### src/rtl/metro_mpi_node_if.sv
// Transport port between metro_mpi_node (master) and the MPI shim (slave):
// one transmit/receive beat pair per channel per exchange.
interface metro_mpi_node_if #(
  parameter int unsigned DATA_W = 64,
  parameter int unsigned NUM_CH = 3,
  parameter int unsigned CNT_W  = 4
);
  localparam int unsigned CH_W = (NUM_CH > 1) ? $clog2(NUM_CH) : 1;

  logic              tx_req_o;
  logic              tx_ack_i;
  logic [CH_W-1:0]   tx_ch_o;
  logic              tx_valid_o;
  logic [DATA_W-1:0] tx_data_o;
  logic [CNT_W-1:0]  tx_yummy_o;
  logic              rx_req_o;
  logic              rx_ack_i;
  logic              rx_valid_i;
  logic [DATA_W-1:0] rx_data_i;
  logic [CNT_W-1:0]  rx_yummy_i;

  modport master (
    output tx_req_o, tx_ch_o, tx_valid_o, tx_data_o, tx_yummy_o, rx_req_o,
    input  tx_ack_i, rx_ack_i, rx_valid_i, rx_data_i, rx_yummy_i
  );

  modport slave (
    input  tx_req_o, tx_ch_o, tx_valid_o, tx_data_o, tx_yummy_o, rx_req_o,
    output tx_ack_i, rx_ack_i, rx_valid_i, rx_data_i, rx_yummy_i
  );
endinterface

### src/rtl/metro_mpi_node.sv
// Multi-channel credit-based NoC <-> MPI bridge node. Buffers outbound flits per channel and
// serialises one tx/rx beat pair per channel for every mpi_work_i trigger.
module metro_mpi_node #(
  parameter int unsigned DATA_W     = 64,
  parameter int unsigned NUM_CH     = 3,
  parameter int unsigned CREDITS    = 8,
  parameter int unsigned FIFO_DEPTH = 4,
  parameter int unsigned CNT_W      = $clog2(CREDITS + 1)
) (
  input  logic                     clk_i,
  input  logic                     rstn_i,
  input  logic                     mpi_work_i,
  input  logic [NUM_CH-1:0]        tile_valid_i,
  input  logic [NUM_CH*DATA_W-1:0] tile_data_i,
  output logic [NUM_CH-1:0]        tile_yummy_o,
  output logic [NUM_CH-1:0]        tile_valid_o,
  output logic [NUM_CH*DATA_W-1:0] tile_data_o,
  input  logic [NUM_CH-1:0]        tile_yummy_i,
  metro_mpi_node_if.master         mpi,
  output logic                     busy_o,
  output logic                     done_o,
  output logic                     err_o
);
  localparam int unsigned CH_W  = (NUM_CH > 1) ? $clog2(NUM_CH) : 1;
  localparam int unsigned PTR_W = (FIFO_DEPTH > 1) ? $clog2(FIFO_DEPTH) : 1;
  localparam int unsigned OCC_W = $clog2(FIFO_DEPTH + 1);
  localparam logic [CNT_W-1:0] CredMax = CNT_W'(CREDITS);

  typedef enum logic [1:0] {StIdle, StSend, StRecv, StDone} state_e;

  state_e              r_state, w_state_next;
  logic [CH_W-1:0]     r_ch, w_ch_next;
  logic                w_load_tx, w_tx_fire, w_rx_fire, w_ld_valid, w_err_set;

  logic [DATA_W-1:0]   r_fifo   [NUM_CH][FIFO_DEPTH];
  logic [PTR_W-1:0]    r_wptr   [NUM_CH];
  logic [PTR_W-1:0]    r_rptr   [NUM_CH];
  logic [OCC_W-1:0]    r_occ    [NUM_CH];
  logic [CNT_W-1:0]    r_credit [NUM_CH];
  logic [CNT_W-1:0]    r_owed   [NUM_CH];

  logic [NUM_CH-1:0]   w_sel, w_full, w_push, w_pop;
  logic [CNT_W:0]      w_owed_sum [NUM_CH];
  logic [CNT_W:0]      w_cred_sum [NUM_CH];
  logic [CNT_W-1:0]    w_owed_d   [NUM_CH];
  logic [CNT_W-1:0]    w_cred_d   [NUM_CH];

  logic                r_tx_valid;
  logic [DATA_W-1:0]   r_tx_data;
  logic [CNT_W-1:0]    r_tx_yummy;
  logic [NUM_CH-1:0]   r_tile_yummy, r_tile_valid;
  logic [NUM_CH*DATA_W-1:0] r_tile_data;
  logic                r_done, r_err;

  function automatic logic [PTR_W-1:0] ptr_inc(input logic [PTR_W-1:0] p);
    return (p == PTR_W'(FIFO_DEPTH - 1)) ? '0 : p + 1'b1;
  endfunction

  assign w_tx_fire  = (r_state == StSend) && mpi.tx_ack_i;
  assign w_rx_fire  = (r_state == StRecv) && mpi.rx_ack_i;
  assign w_ld_valid = (r_occ[w_ch_next] != '0) && (r_credit[w_ch_next] != '0);

  always_comb begin
    w_state_next = r_state;
    w_ch_next    = r_ch;
    w_load_tx    = 1'b0;
    unique case (r_state)
      StIdle: begin
        if (mpi_work_i) begin
          w_state_next = StSend;
          w_ch_next    = '0;
          w_load_tx    = 1'b1;
        end
      end
      StSend: begin
        if (mpi.tx_ack_i) w_state_next = StRecv;
      end
      StRecv: begin
        if (mpi.rx_ack_i) begin
          if (r_ch == CH_W'(NUM_CH - 1)) begin
            w_state_next = StDone;
          end else begin
            w_state_next = StSend;
            w_ch_next    = r_ch + 1'b1;
            w_load_tx    = 1'b1;
          end
        end
      end
      StDone: begin
        w_state_next = StIdle;
        w_ch_next    = '0;
      end
      default: w_state_next = StIdle;
    endcase
  end

  // Per-channel FIFO control and saturating credit/owed arithmetic.
  always_comb begin
    w_err_set = 1'b0;
    for (int c = 0; c < NUM_CH; c++) begin
      w_sel[c]  = (r_ch == CH_W'(c));
      w_full[c] = (r_occ[c] == OCC_W'(FIFO_DEPTH));
      w_push[c] = tile_valid_i[c] && !w_full[c];
      w_pop[c]  = w_tx_fire && r_tx_valid && w_sel[c];
      if (tile_valid_i[c] && w_full[c]) w_err_set = 1'b1;

      w_owed_sum[c] = {1'b0, r_owed[c]} + (CNT_W + 1)'(tile_yummy_i[c])
                    - ((w_tx_fire && w_sel[c]) ? {1'b0, r_tx_yummy} : '0);
      if (w_owed_sum[c] > (CNT_W + 1)'(CREDITS)) begin
        w_owed_d[c] = CredMax;
        w_err_set   = 1'b1;
      end else begin
        w_owed_d[c] = w_owed_sum[c][CNT_W-1:0];
      end

      w_cred_sum[c] = {1'b0, r_credit[c]}
                    + ((w_rx_fire && w_sel[c]) ? {1'b0, mpi.rx_yummy_i} : '0)
                    - (CNT_W + 1)'(w_pop[c]);
      if (w_cred_sum[c] > (CNT_W + 1)'(CREDITS)) begin
        w_cred_d[c] = CredMax;
        w_err_set   = 1'b1;
      end else begin
        w_cred_d[c] = w_cred_sum[c][CNT_W-1:0];
      end
    end
  end

  always_ff @(posedge clk_i or negedge rstn_i) begin
    if (!rstn_i) begin
      for (int c = 0; c < NUM_CH; c++) begin
        r_wptr[c]   <= '0;
        r_rptr[c]   <= '0;
        r_occ[c]    <= '0;
        r_credit[c] <= CredMax;
        r_owed[c]   <= '0;
      end
    end else begin
      for (int c = 0; c < NUM_CH; c++) begin
        if (w_push[c]) r_wptr[c] <= ptr_inc(r_wptr[c]);
        if (w_pop[c])  r_rptr[c] <= ptr_inc(r_rptr[c]);
        r_occ[c]    <= r_occ[c] + OCC_W'(w_push[c]) - OCC_W'(w_pop[c]);
        r_credit[c] <= w_cred_d[c];
        r_owed[c]   <= w_owed_d[c];
      end
    end
  end

  // Storage needs no reset; emptiness is tracked by the occupancy counters.
  always_ff @(posedge clk_i) begin
    for (int c = 0; c < NUM_CH; c++) begin
      if (w_push[c]) r_fifo[c][r_wptr[c]] <= tile_data_i[c*DATA_W +: DATA_W];
    end
  end

  always_ff @(posedge clk_i or negedge rstn_i) begin
    if (!rstn_i) begin
      r_state      <= StIdle;
      r_ch         <= '0;
      r_tx_valid   <= 1'b0;
      r_tx_data    <= '0;
      r_tx_yummy   <= '0;
      r_tile_yummy <= '0;
      r_tile_valid <= '0;
      r_tile_data  <= '0;
      r_done       <= 1'b0;
      r_err        <= 1'b0;
    end else begin
      r_state <= w_state_next;
      r_ch    <= w_ch_next;
      if (w_load_tx) begin
        r_tx_valid <= w_ld_valid;
        r_tx_data  <= w_ld_valid ? r_fifo[w_ch_next][r_rptr[w_ch_next]] : '0;
        r_tx_yummy <= r_owed[w_ch_next];
      end else if (w_tx_fire) begin
        r_tx_valid <= 1'b0;
        r_tx_data  <= '0;
        r_tx_yummy <= '0;
      end
      r_tile_yummy <= w_pop;
      r_tile_valid <= (w_rx_fire && mpi.rx_valid_i) ? w_sel : '0;
      for (int c = 0; c < NUM_CH; c++) begin
        if (w_rx_fire && mpi.rx_valid_i && w_sel[c]) begin
          r_tile_data[c*DATA_W +: DATA_W] <= mpi.rx_data_i;
        end
      end
      r_done <= (r_state == StDone);
      if (w_err_set) r_err <= 1'b1;
    end
  end

  assign mpi.tx_req_o   = (r_state == StSend);
  assign mpi.rx_req_o   = (r_state == StRecv);
  assign mpi.tx_ch_o    = r_ch;
  assign mpi.tx_valid_o = r_tx_valid;
  assign mpi.tx_data_o  = r_tx_data;
  assign mpi.tx_yummy_o = r_tx_yummy;
  assign tile_yummy_o   = r_tile_yummy;
  assign tile_valid_o   = r_tile_valid;
  assign tile_data_o    = r_tile_data;
  assign busy_o         = (r_state != StIdle);
  assign done_o         = r_done;
  assign err_o          = r_err;
endmodule

### src/flat_wrapper.sv
// flat-port wrapper written by rule: the top's interface ports become plain ports
module metro_mpi_node_flat 
#(
  parameter int unsigned DATA_W     = 64,
  parameter int unsigned NUM_CH     = 3,
  parameter int unsigned CREDITS    = 8,
  parameter int unsigned FIFO_DEPTH = 4,
  parameter int unsigned CNT_W      = $clog2(CREDITS + 1)
)
  (clk_i, rstn_i, mpi_work_i, tile_valid_i, tile_data_i, tile_yummy_o, tile_valid_o, tile_data_o, tile_yummy_i, busy_o, done_o, err_o, mpi_tx_req_o, mpi_tx_ch_o, mpi_tx_valid_o, mpi_tx_data_o, mpi_tx_yummy_o, mpi_rx_req_o, mpi_tx_ack_i, mpi_rx_ack_i, mpi_rx_valid_i, mpi_rx_data_i, mpi_rx_yummy_i);
  metro_mpi_node_if #(.DATA_W(DATA_W), .NUM_CH(NUM_CH), .CNT_W(CNT_W)) mpi_i ();
  input  logic clk_i;
  input  logic rstn_i;
  input  logic mpi_work_i;
  input  logic [NUM_CH-1:0] tile_valid_i;
  input  logic [NUM_CH*DATA_W-1:0] tile_data_i;
  output logic [NUM_CH-1:0] tile_yummy_o;
  output logic [NUM_CH-1:0] tile_valid_o;
  output logic [NUM_CH*DATA_W-1:0] tile_data_o;
  input  logic [NUM_CH-1:0] tile_yummy_i;
  output logic busy_o;
  output logic done_o;
  output logic err_o;
  output wire logic [$bits(mpi_i.tx_req_o)-1:0] mpi_tx_req_o;
  output wire logic [$bits(mpi_i.tx_ch_o)-1:0] mpi_tx_ch_o;
  output wire logic [$bits(mpi_i.tx_valid_o)-1:0] mpi_tx_valid_o;
  output wire logic [$bits(mpi_i.tx_data_o)-1:0] mpi_tx_data_o;
  output wire logic [$bits(mpi_i.tx_yummy_o)-1:0] mpi_tx_yummy_o;
  output wire logic [$bits(mpi_i.rx_req_o)-1:0] mpi_rx_req_o;
  input wire logic [$bits(mpi_i.tx_ack_i)-1:0] mpi_tx_ack_i;
  input wire logic [$bits(mpi_i.rx_ack_i)-1:0] mpi_rx_ack_i;
  input wire logic [$bits(mpi_i.rx_valid_i)-1:0] mpi_rx_valid_i;
  input wire logic [$bits(mpi_i.rx_data_i)-1:0] mpi_rx_data_i;
  input wire logic [$bits(mpi_i.rx_yummy_i)-1:0] mpi_rx_yummy_i;
  assign mpi_tx_req_o = mpi_i.tx_req_o;
  assign mpi_tx_ch_o = mpi_i.tx_ch_o;
  assign mpi_tx_valid_o = mpi_i.tx_valid_o;
  assign mpi_tx_data_o = mpi_i.tx_data_o;
  assign mpi_tx_yummy_o = mpi_i.tx_yummy_o;
  assign mpi_rx_req_o = mpi_i.rx_req_o;
  assign mpi_i.tx_ack_i = mpi_tx_ack_i;
  assign mpi_i.rx_ack_i = mpi_rx_ack_i;
  assign mpi_i.rx_valid_i = mpi_rx_valid_i;
  assign mpi_i.rx_data_i = mpi_rx_data_i;
  assign mpi_i.rx_yummy_i = mpi_rx_yummy_i;
  metro_mpi_node #(.DATA_W(DATA_W), .NUM_CH(NUM_CH), .CREDITS(CREDITS), .FIFO_DEPTH(FIFO_DEPTH), .CNT_W(CNT_W)) u_core (.clk_i(clk_i), .rstn_i(rstn_i), .mpi_work_i(mpi_work_i), .tile_valid_i(tile_valid_i), .tile_data_i(tile_data_i), .tile_yummy_o(tile_yummy_o), .tile_valid_o(tile_valid_o), .tile_data_o(tile_data_o), .tile_yummy_i(tile_yummy_i), .mpi(mpi_i), .busy_o(busy_o), .done_o(done_o), .err_o(err_o));
endmodule
### config.mk
export PLATFORM = sky130hd
export DESIGN_NAME = metro_mpi_node_flat
export DESIGN_NICKNAME = d
export VERILOG_FILES = /design/src/rtl/metro_mpi_node_if.sv /design/src/rtl/metro_mpi_node.sv /design/src/flat_wrapper.sv
export SDC_FILE = /design/constraint.sdc
export NUM_CORES = 1
export LEC_CHECK = 0
export CORE_MARGIN = 2
export CORE_UTILIZATION = 55
export DETAILED_ROUTE_END_ITERATION = 7
export HOLD_SLACK_MARGIN = 0.06
export PLACE_DENSITY = 0.79
export SLEW_MARGIN = 20
export SYNTH_ARGS = -nofsm -noshare
export SYNTH_HDL_FRONTEND = slang
export SYNTH_SLANG_ARGS = --single-unit
### constraint.sdc
create_clock -name clk_i -period 6.8 [get_ports clk_i]
set_input_delay 1.7 -clock clk_i [delete_from_list [all_inputs] [get_ports clk_i]]
set_output_delay 1.7 -clock clk_i [all_outputs]
set_load 0.01 [all_outputs]
==> results summary, run 1 <==
The port buffer count came out at 545. The boundary pin count is 546. The number of warnings printed during yosys synthesis came out at 0. From left edge to right edge, the die measures 285 µm. The synthesis-to-layout area growth is 23.2%.

After clock tree synthesis, the clock-pin slew on the worst setup and hold paths is 70 ps. The flow ran to the end, and the final reports show no timing, DRC or antenna violations. The number of flops mapped to enable cells by yosys is 768. The synthesized netlist occupies a cell area of 0.0434 mm². The post-cts repair resize count came out at 0. The fraction of post-synthesis cell area in the top cell type by area is 53.1%.

The clock period minus final worst setup slack is 4990 ps. After synthesis the netlist holds a flip-flop and latch count of 1086. The share of the Yosys chip area taken by registers is 71.5%. The simple-gate portion of the synthesized area is 2.18%. The dominant cell by count in the synthesized netlist is edfxtp_1. Fill cells in the final layout number 5144. The clock buffer count from CTS is 105. For this run, the top clock speed supported by timing is 200 MHz.

The post-synthesis instance total came out at 2669. In this run the vertical extent of the chip is 285 µm. The startpoint type of the worst setup path is an input port. The mux cell area share after synthesis came out at 12.8%.

CTS built an H-tree with a depth of 3. By area, the combinational part of the netlist is dominated by multiplexers. In this run the remaining antenna-violating nets after routing total 0.

The slowest stage of the critical path belongs to the cell clkdlybuf4s50_1. The adder and majority gate portion of the synthesized area came out at 2.49%. The detailed-placement wirelength estimate came out at 73100 µm. The global-route wire length before repair came out at 177000 µm. In this design, the stage delay of the slowest critical-path cell is 690 ps. The number of distinct library cells after synthesis came out at 56. The path class of the tightest hold or removal check is reg2reg. At the worst endpoint, the arrival time is 5560 ps.

The remaining routing DRC violations came out at 0. The placement row count came out at 103. The signal on the critical path passes through clkdlybuf4s50_1 > mux2_4 > a2bb2oi_4 > clkinv_2 > o31ai_1 > o311a_4 > nand2b_4 > o21ai_1.

The reported max-cap violation count is 0. Setup violations remaining at the end of the flow were counted as 0. The die covers 0.0812 mm². The accumulated negative setup slack came out at 0 ps. In this run the clock root is driven by a clkbuf_16.

In the synthesized netlist, the cells that appear most often are edfxtp_1 (768), dfrtp_1 (315), mux2i_1 (260). The final-stage net count came out at 3554. STA puts the critical path data required time at 7370 ps. The async set-or-reset flop fraction in the synthesized netlist came out at 29.3%. The count of clock tree sinks is 1086. STA classifies the critical path endpoint as a flop.

The clock reaches the later pin of the worst-skew pair after 670 ps. The leakage power of the design came out at 20.2 nW. For flop-to-flop paths, the worst setup slack is 2700 ps. The final wirelength came out at 121000 µm. The proportion of layout cells with a drive suffix above 1 is 15.3%. The average instance in the mapped netlist occupies 16.3 µm². Buffers inserted to repair hold after CTS numbered 0. Of all nets on the critical path, the largest fanout is 64. The residual overflow from global routing is 0. The clock tree from TritonCTS is done. The setup path with the least slack is of type in2reg. The peak ir drop on the vdd network is 0.342 mV. The area of combinational cells with multiple inputs is 0.0115 mm².

The region available for standard cell placement spans 0.0786 mm². The fraction of synthesized cell area in xor and xnor cells came out at 0.424%. The detailed router finished its first iteration with 2862 violations. Global routing consumed, over all layers together, 29.4% of the routing resources. Setup repair after global routing left no endpoint under its margin. The largest net degree at the start of global routing is 194.

The area taken by flip-flops and latches is 0.0310 mm². Clock skew on the completed layout was measured at 33.7 ps. The average via count per standard cell came out at 6.13.

The average detailed-routed wire length per instance came out at 27.8 µm. The initial antenna violation count came out at 31. The number of setup buffers added after CTS came out at 0. The complex-gate fraction of the synthesized area came out at 8.27%.

The total power draw came out at 23.3 mW. The ratio of final minimum period to clock period is 73.4%. By area the synthesized netlist is led by edfxtp_1 (53%), dfrtp_1 (18%), mux2_2 (6.7%). The areal power density over the cells came out at 436 mW/mm². The global placer's final weighted congestion is 0.900. The via count of the first global-routing pass came out at 27800. The initial utilization of the core area, before any placement, comes to 55.2%. At the pin with the least slew margin, the transition time is 1280 ps. edfxtp_1 takes more of the synthesized area than any other cell. The first-pass detailed-route iteration total is 5. The routed via count came out at 26700. The number of hold-slack violations in the final timing report came out at 0. The clock passes through at most 3 buffers.

The post-synth net total came out at 3022. The number of pins exceeding their max-slew limit in the final report came out at 0. The worst slew margin relative to its limit came out at 14.4%. In the synthesized netlist the dominant register cell turns out to be edfxtp_1.
through the flow:
| step | hold slack [ps] | setup slack [ps] | utilization [%] | instances | cell area (µm²) |
|---|---|---|---|---|---|
| floorplan | 487 | 2290 | - | 2669 | 43400 |
| global placement | 486 | 1300 | 63.5 | 4143 | 49900 |
| detailed placement | 491 | 1200 | 63.5 | 4143 | 49900 |
| CTS | 504 | 1900 | 67.9 | 4341 | 53400 |
| global route | 516 | 1680 | 68.0 | 4354 | 53500 |
| finish | 500 | 1810 | 68.0 | 4355 | 53500 |
power by group:
part / internal, mW / switching, mW / leakage [nW]
registers: 8.80 / 0.807 / 11.2
clock network: 3.38 / 2.49 / 1.73
logic: 3.44 / 4.38 / 7.29
area by class of cell:
cell class	instances	share of cell area, %
Sequential cell	1086	58.0
Multi-Input combinational cell	1343	21.5
Timing Repair Buffer	576	10.8
Clock buffer	153	5.77
Tap cell	1050	2.46
Clock inverter	45	0.814
Inverter	89	0.629
Antenna cell	13	0.0608
layer usage:
metal / track usage (%) / vias up / share of wire [%]
met4: 12.5 / 38 / 3.6
met3: 7.38 / 276 / 10
li1: - / 11300 / -
met1: 36.7 / 13500 / 36
met5: 0 / - / 0.20
met2: 49.2 / 1588 / 50
critical path, delay by kind of cell:
family,cells,cell delay [ps]
buffers and inverters,2,1120
muxes,1,370
and+or+nand+nor,1,650
AOI/OAI and AO/OA,4,1610
cell usage in the layout (no fill, tap or decap), drive strengths merged, types with 3 or more instances in the layout:
master	n
and2	19
inv	91
dfrtp	315
a22oi	66
or2	4
a21oi	140
a21boi	4
mux2i	260
nand2b	6
and3	12
a21o	16
nor4	3
xor2	10
o21a	66
a32oi	64
and3b	3
bufinv	6
o221ai	65
mux2	262
nor3	10
clkdlybuf4s50	544
o21ai	78
a22o	4
clkinv	33
dfstp	3
buf	32
clkbuf	153
nand3	5
fa	9
edfxtp	768
nor2b	5
clkinvlp	4
diode	13
xnor2	11
nor2	27
nand2	103
or3	4
ha	72
worst paths after layout:
kind | start | endpoint | cells after the start
max | mpi_rx_ack_i | u_core.mpi.tx_data_o[44] | 8
min | u_core.tile_data_o[48] | u_core.tile_data_o[48] | 1
max reg2reg | u_core.mpi.tx_ch_o[0] | u_core.mpi.tx_data_o[44] | 9
min reg2reg | u_core.tile_data_o[48] | u_core.tile_data_o[48] | 1
max in group asynchronous | rstn_i | u_core.r_rptr[4] | 2
min in group asynchronous | rstn_i | u_core.tile_data_o[55] | 1
registers in the layout, indices dropped and copies added, names as in the netlist:
register / flops
u_core.err_o: 1
u_core.tile_data_o: 192
u_core.r_fifo: 768
u_core.done_o: 1
u_core.r_state: 2
u_core.mpi.tx_ch_o: 2
u_core.tile_yummy_o: 3
u_core.r_credit: 12
u_core.r_rptr: 6
u_core.r_occ: 9
u_core.r_owed: 12
u_core.mpi.tx_yummy_o: 4
u_core.tile_valid_o: 3
u_core.mpi.tx_data_o: 64
u_core.mpi.tx_valid_o: 1
u_core.r_wptr: 6
cells by family (layout without fill, tap and decap cells):
logic type	count (synthesis)	in the layout
flops	1086	1086
buf+inv	240	863
mux	522	522
fa+ha+maj	81	81
simple gates	204	204
xor+xnor	21	21
other cells	0	13
compound gates	515	515
No activity file was read; power rests on OpenSTA's default activity.
==> run 2: changes to the inputs <==
==> constraint.sdc (replaced) <==
create_clock -name clk_i -period 5.1 [get_ports clk_i]
set_input_delay 1.275 -clock clk_i [delete_from_list [all_inputs] [get_ports clk_i]]
set_output_delay 1.275 -clock clk_i [all_outputs]
set_load 0.01 [all_outputs]
==> run 2 against run 1 <==
Clock-buffer cell count down 10. Setup slack worse by 1100 ps. Wire length down 1.4%. Clock power up 32%. Critical path type unchanged.
==> results summary, run 2 (synthesis gave the netlist of run 1 again) <==
The library cells used most frequently in the layout, excluding fill and tap cells, are edfxtp_1 (768), clkdlybuf4s50_1 (544), dfrtp_1 (313). The clock buffer count from CTS came out at 105. The number of pins exceeding their max-slew limit in the final report came out at 0. The peak ir drop on the vdd network is 0.398 mV.

The startpoint identified for the worst hold timing path is u_core.tile_data_o[12]. The final wirelength came out at 119000 µm. The delay of the slowest critical-path stage is 540 ps. The startpoint type of the worst setup path is an input port. The setup slack of the critical path after layout came out at 748 ps.

The ratio of final minimum period to clock period came out at 85.3%. Leaving out fill and tap cells, the most frequent cell in the layout is edfxtp_1. Measured along the x axis, the die boundary spans 285 µm. The average via count per standard cell came out at 6.09. The analysis attributes to cell leakage a power of 20.4 nW. The residual overflow from global routing is 0. The detail route stage leaves a number of antenna-violating nets equal to 0.

The wire-length estimate of the detail-placed layout is 73300 µm. The port buffer count came out at 545. Measured in cells, the most critical reg-to-reg path has a length of 16. The number of hold-slack violations in the final timing report came out at 0. The reg-to-reg critical path startpoint is u_core.mpi.tx_ch_o[0]. The global-route wire length before repair came out at 175000 µm.

The critical register-to-register path endpoint is u_core.err_o. The flip-flop count of the largest register after layout came out at 768. STA puts the critical path data arrival time at 4910 ps. After the first detailed-routing iteration, the DRC count stood at 2547. STA classifies the critical path endpoint as a flop.

The maximum fanout count along the critical path is 4. The remaining routing DRC violations is 0. The boundary pin count is 546. The starting density of the core is 55.2%. Entering global routing, the biggest net connects 194 pins. The required time of the critical path is 5660 ps. The critical path contains buffers and inverters numbering 4 combined.

The global placer's final weighted congestion came out at 0.874. The most prevalent standard cell on the critical path is inv_1. The buffer type at the clock tree root is clkbuf_16. The final standard cell count with taps included and fillers excluded is 4368. Setup repair after global routing left no endpoint under its margin.

The number of gates resized after CTS was 0. Of the cells placed in the final design, the portion with a size suffix greater than 1 is 15.6%. The critical path in this run is classified as in2reg. The layout filler cell count is 5108. The total die area came out at 0.0812 mm². The slew at the pin with the worst max-slew slack came out at 1150 ps. TritonCTS built the clock tree. After floorplanning, the core was divided into 103 placement rows. The reported max-cap violation count came out at 0. The synthesis-to-layout area growth is 23.9%. Setup violations remaining at the end of the flow were counted as 0. The via count of the first global-routing pass came out at 27900. The clock period minus final worst setup slack came out at 4350 ps.

Summing all flip-flop and latch instances after layout gives 0.0310 mm². The worst hold path belongs to the class reg2reg. The final-stage net count came out at 3565. The routed layout has 26600 vias. Setup total negative slack on the finished layout was measured at 0 ps. The global routing usage summed across all routing layers is 28.9%. Walking the worst path, the cells encountered are clkdlybuf4s50_1 > and3_1 > nand2_1 > inv_1 > ha_1 > inv_1 > ha_1 > inv_1 > fa_1 > nor2b_1 > o21ai_0 > a21boi_0 > o22ai_1 > or4_1 > or3_1.

The clock net in this run drives a total of 1086 sinks. Headroom to the max-slew limit came out at 23.2%. The number of setup buffers added after CTS is 0. In this design, the largest share of critical-path delay is due to simple AND/OR/NAND/NOR gates. The buffer depth of the longest clock path came out at 3.

The pre-CTS setup slack is 131 ps. The first TritonRoute pass finished after 5 iterations. Derived from the worst setup path, the maximum achievable clock frequency is 230 MHz. The number of cells after detailed placement came out at 4155. The average detailed-routed wire length per instance is 27.3 µm. Along the worst hold path, the cell count comes to 1.

The run finished with clean final reports. Between clock sinks in the finished design, the worst skew comes to 45.8 ps. The insertion delay to the later sink of the worst-skew pair came out at 690 ps.

Among all stages on the critical path, the largest delay is contributed by clkdlybuf4s50_1. The core region is 0.0786 mm². The capture endpoint of the worst hold path is u_core.tile_data_o[12].

The initial antenna violation count is 32. The area of combinational cells with multiple inputs is 0.0115 mm². The areal power density over the cells is 578 mW/mm². The post-CTS clock slew at the launch and capture registers of the worst setup and hold paths is 60 ps. Measured along the y axis, the die boundary spans 285 µm. The maximum level of the CTS H-tree is 3. The worst setup slack for register-to-register paths came out at 940 ps.

Buffers inserted to repair hold after CTS numbered 0.
-- run 2: cell types whose count changed in the layout (fill, tap and decap cells not counted), sizes merged --
cell and change:
buf +11, clkinv +5, diode +5, clkbuf -10, inv +2
-- run 2: power by group --
part / switching, mW / internal [mW] / total [mW]
registers: 1.06 / 11.7 / 12.8
clock network: 3.32 / 4.45 / 7.77
logic: 5.82 / 4.71 / 10.5
total: 10.2 / 20.9 / 31.1
-- run 2: stage by stage --
stage	hold slack (ps)	util (%)	power, mW	instance area (µm²)
6_report	500	68.4	31.1	53800
5_1_grt	513	68.4	32.3	53800
4_1_cts	504	68.4	31.1	53700
3_5_place_dp	492	63.9	23.4	50200
3_3_place_gp	481	63.9	22.9	50200
2_1_floorplan	487	-	18.7	43400
-- run 2: worst max-delay path by stage --
stage,startpoint,end,slack [ps],cells after the start
finish,mpi_tx_ack_i,u_core.err_o,750,15
global route,mpi_tx_ack_i,u_core.err_o,510,15
CTS,mpi_tx_ack_i,u_core.err_o,830,15
detailed placement,mpi_tx_ack_i,u_core.err_o,130,15
global placement,mpi_tx_ack_i,u_core.err_o,230,15
floorplan,mpi_tx_ack_i,u_core.err_o,1020,14
-- run 2: per-layer routing --
layer	part of all wire (%)	vias up	GRT usage [%]	wire length [µm]
li1	-	11400	-	-
met2	50	1523	49.9	60100
met1	37	13500	36.0	44600
met5	0.17	-	0	207
met3	9.0	234	6.43	10700
met4	3.1	32	10.6	3670
-- run 2: cell type report --
class / instances / share of cell area [%]
Multi-Input combinational cell: 1343 / 21.3
Clock buffer: 143 / 5.58
Antenna cell: 18 / 0.0837
Inverter: 89 / 0.626
Clock inverter: 52 / 0.926
Sequential cell: 1086 / 57.7
Tap cell: 1050 / 2.44
Timing Repair Buffer: 587 / 11.3
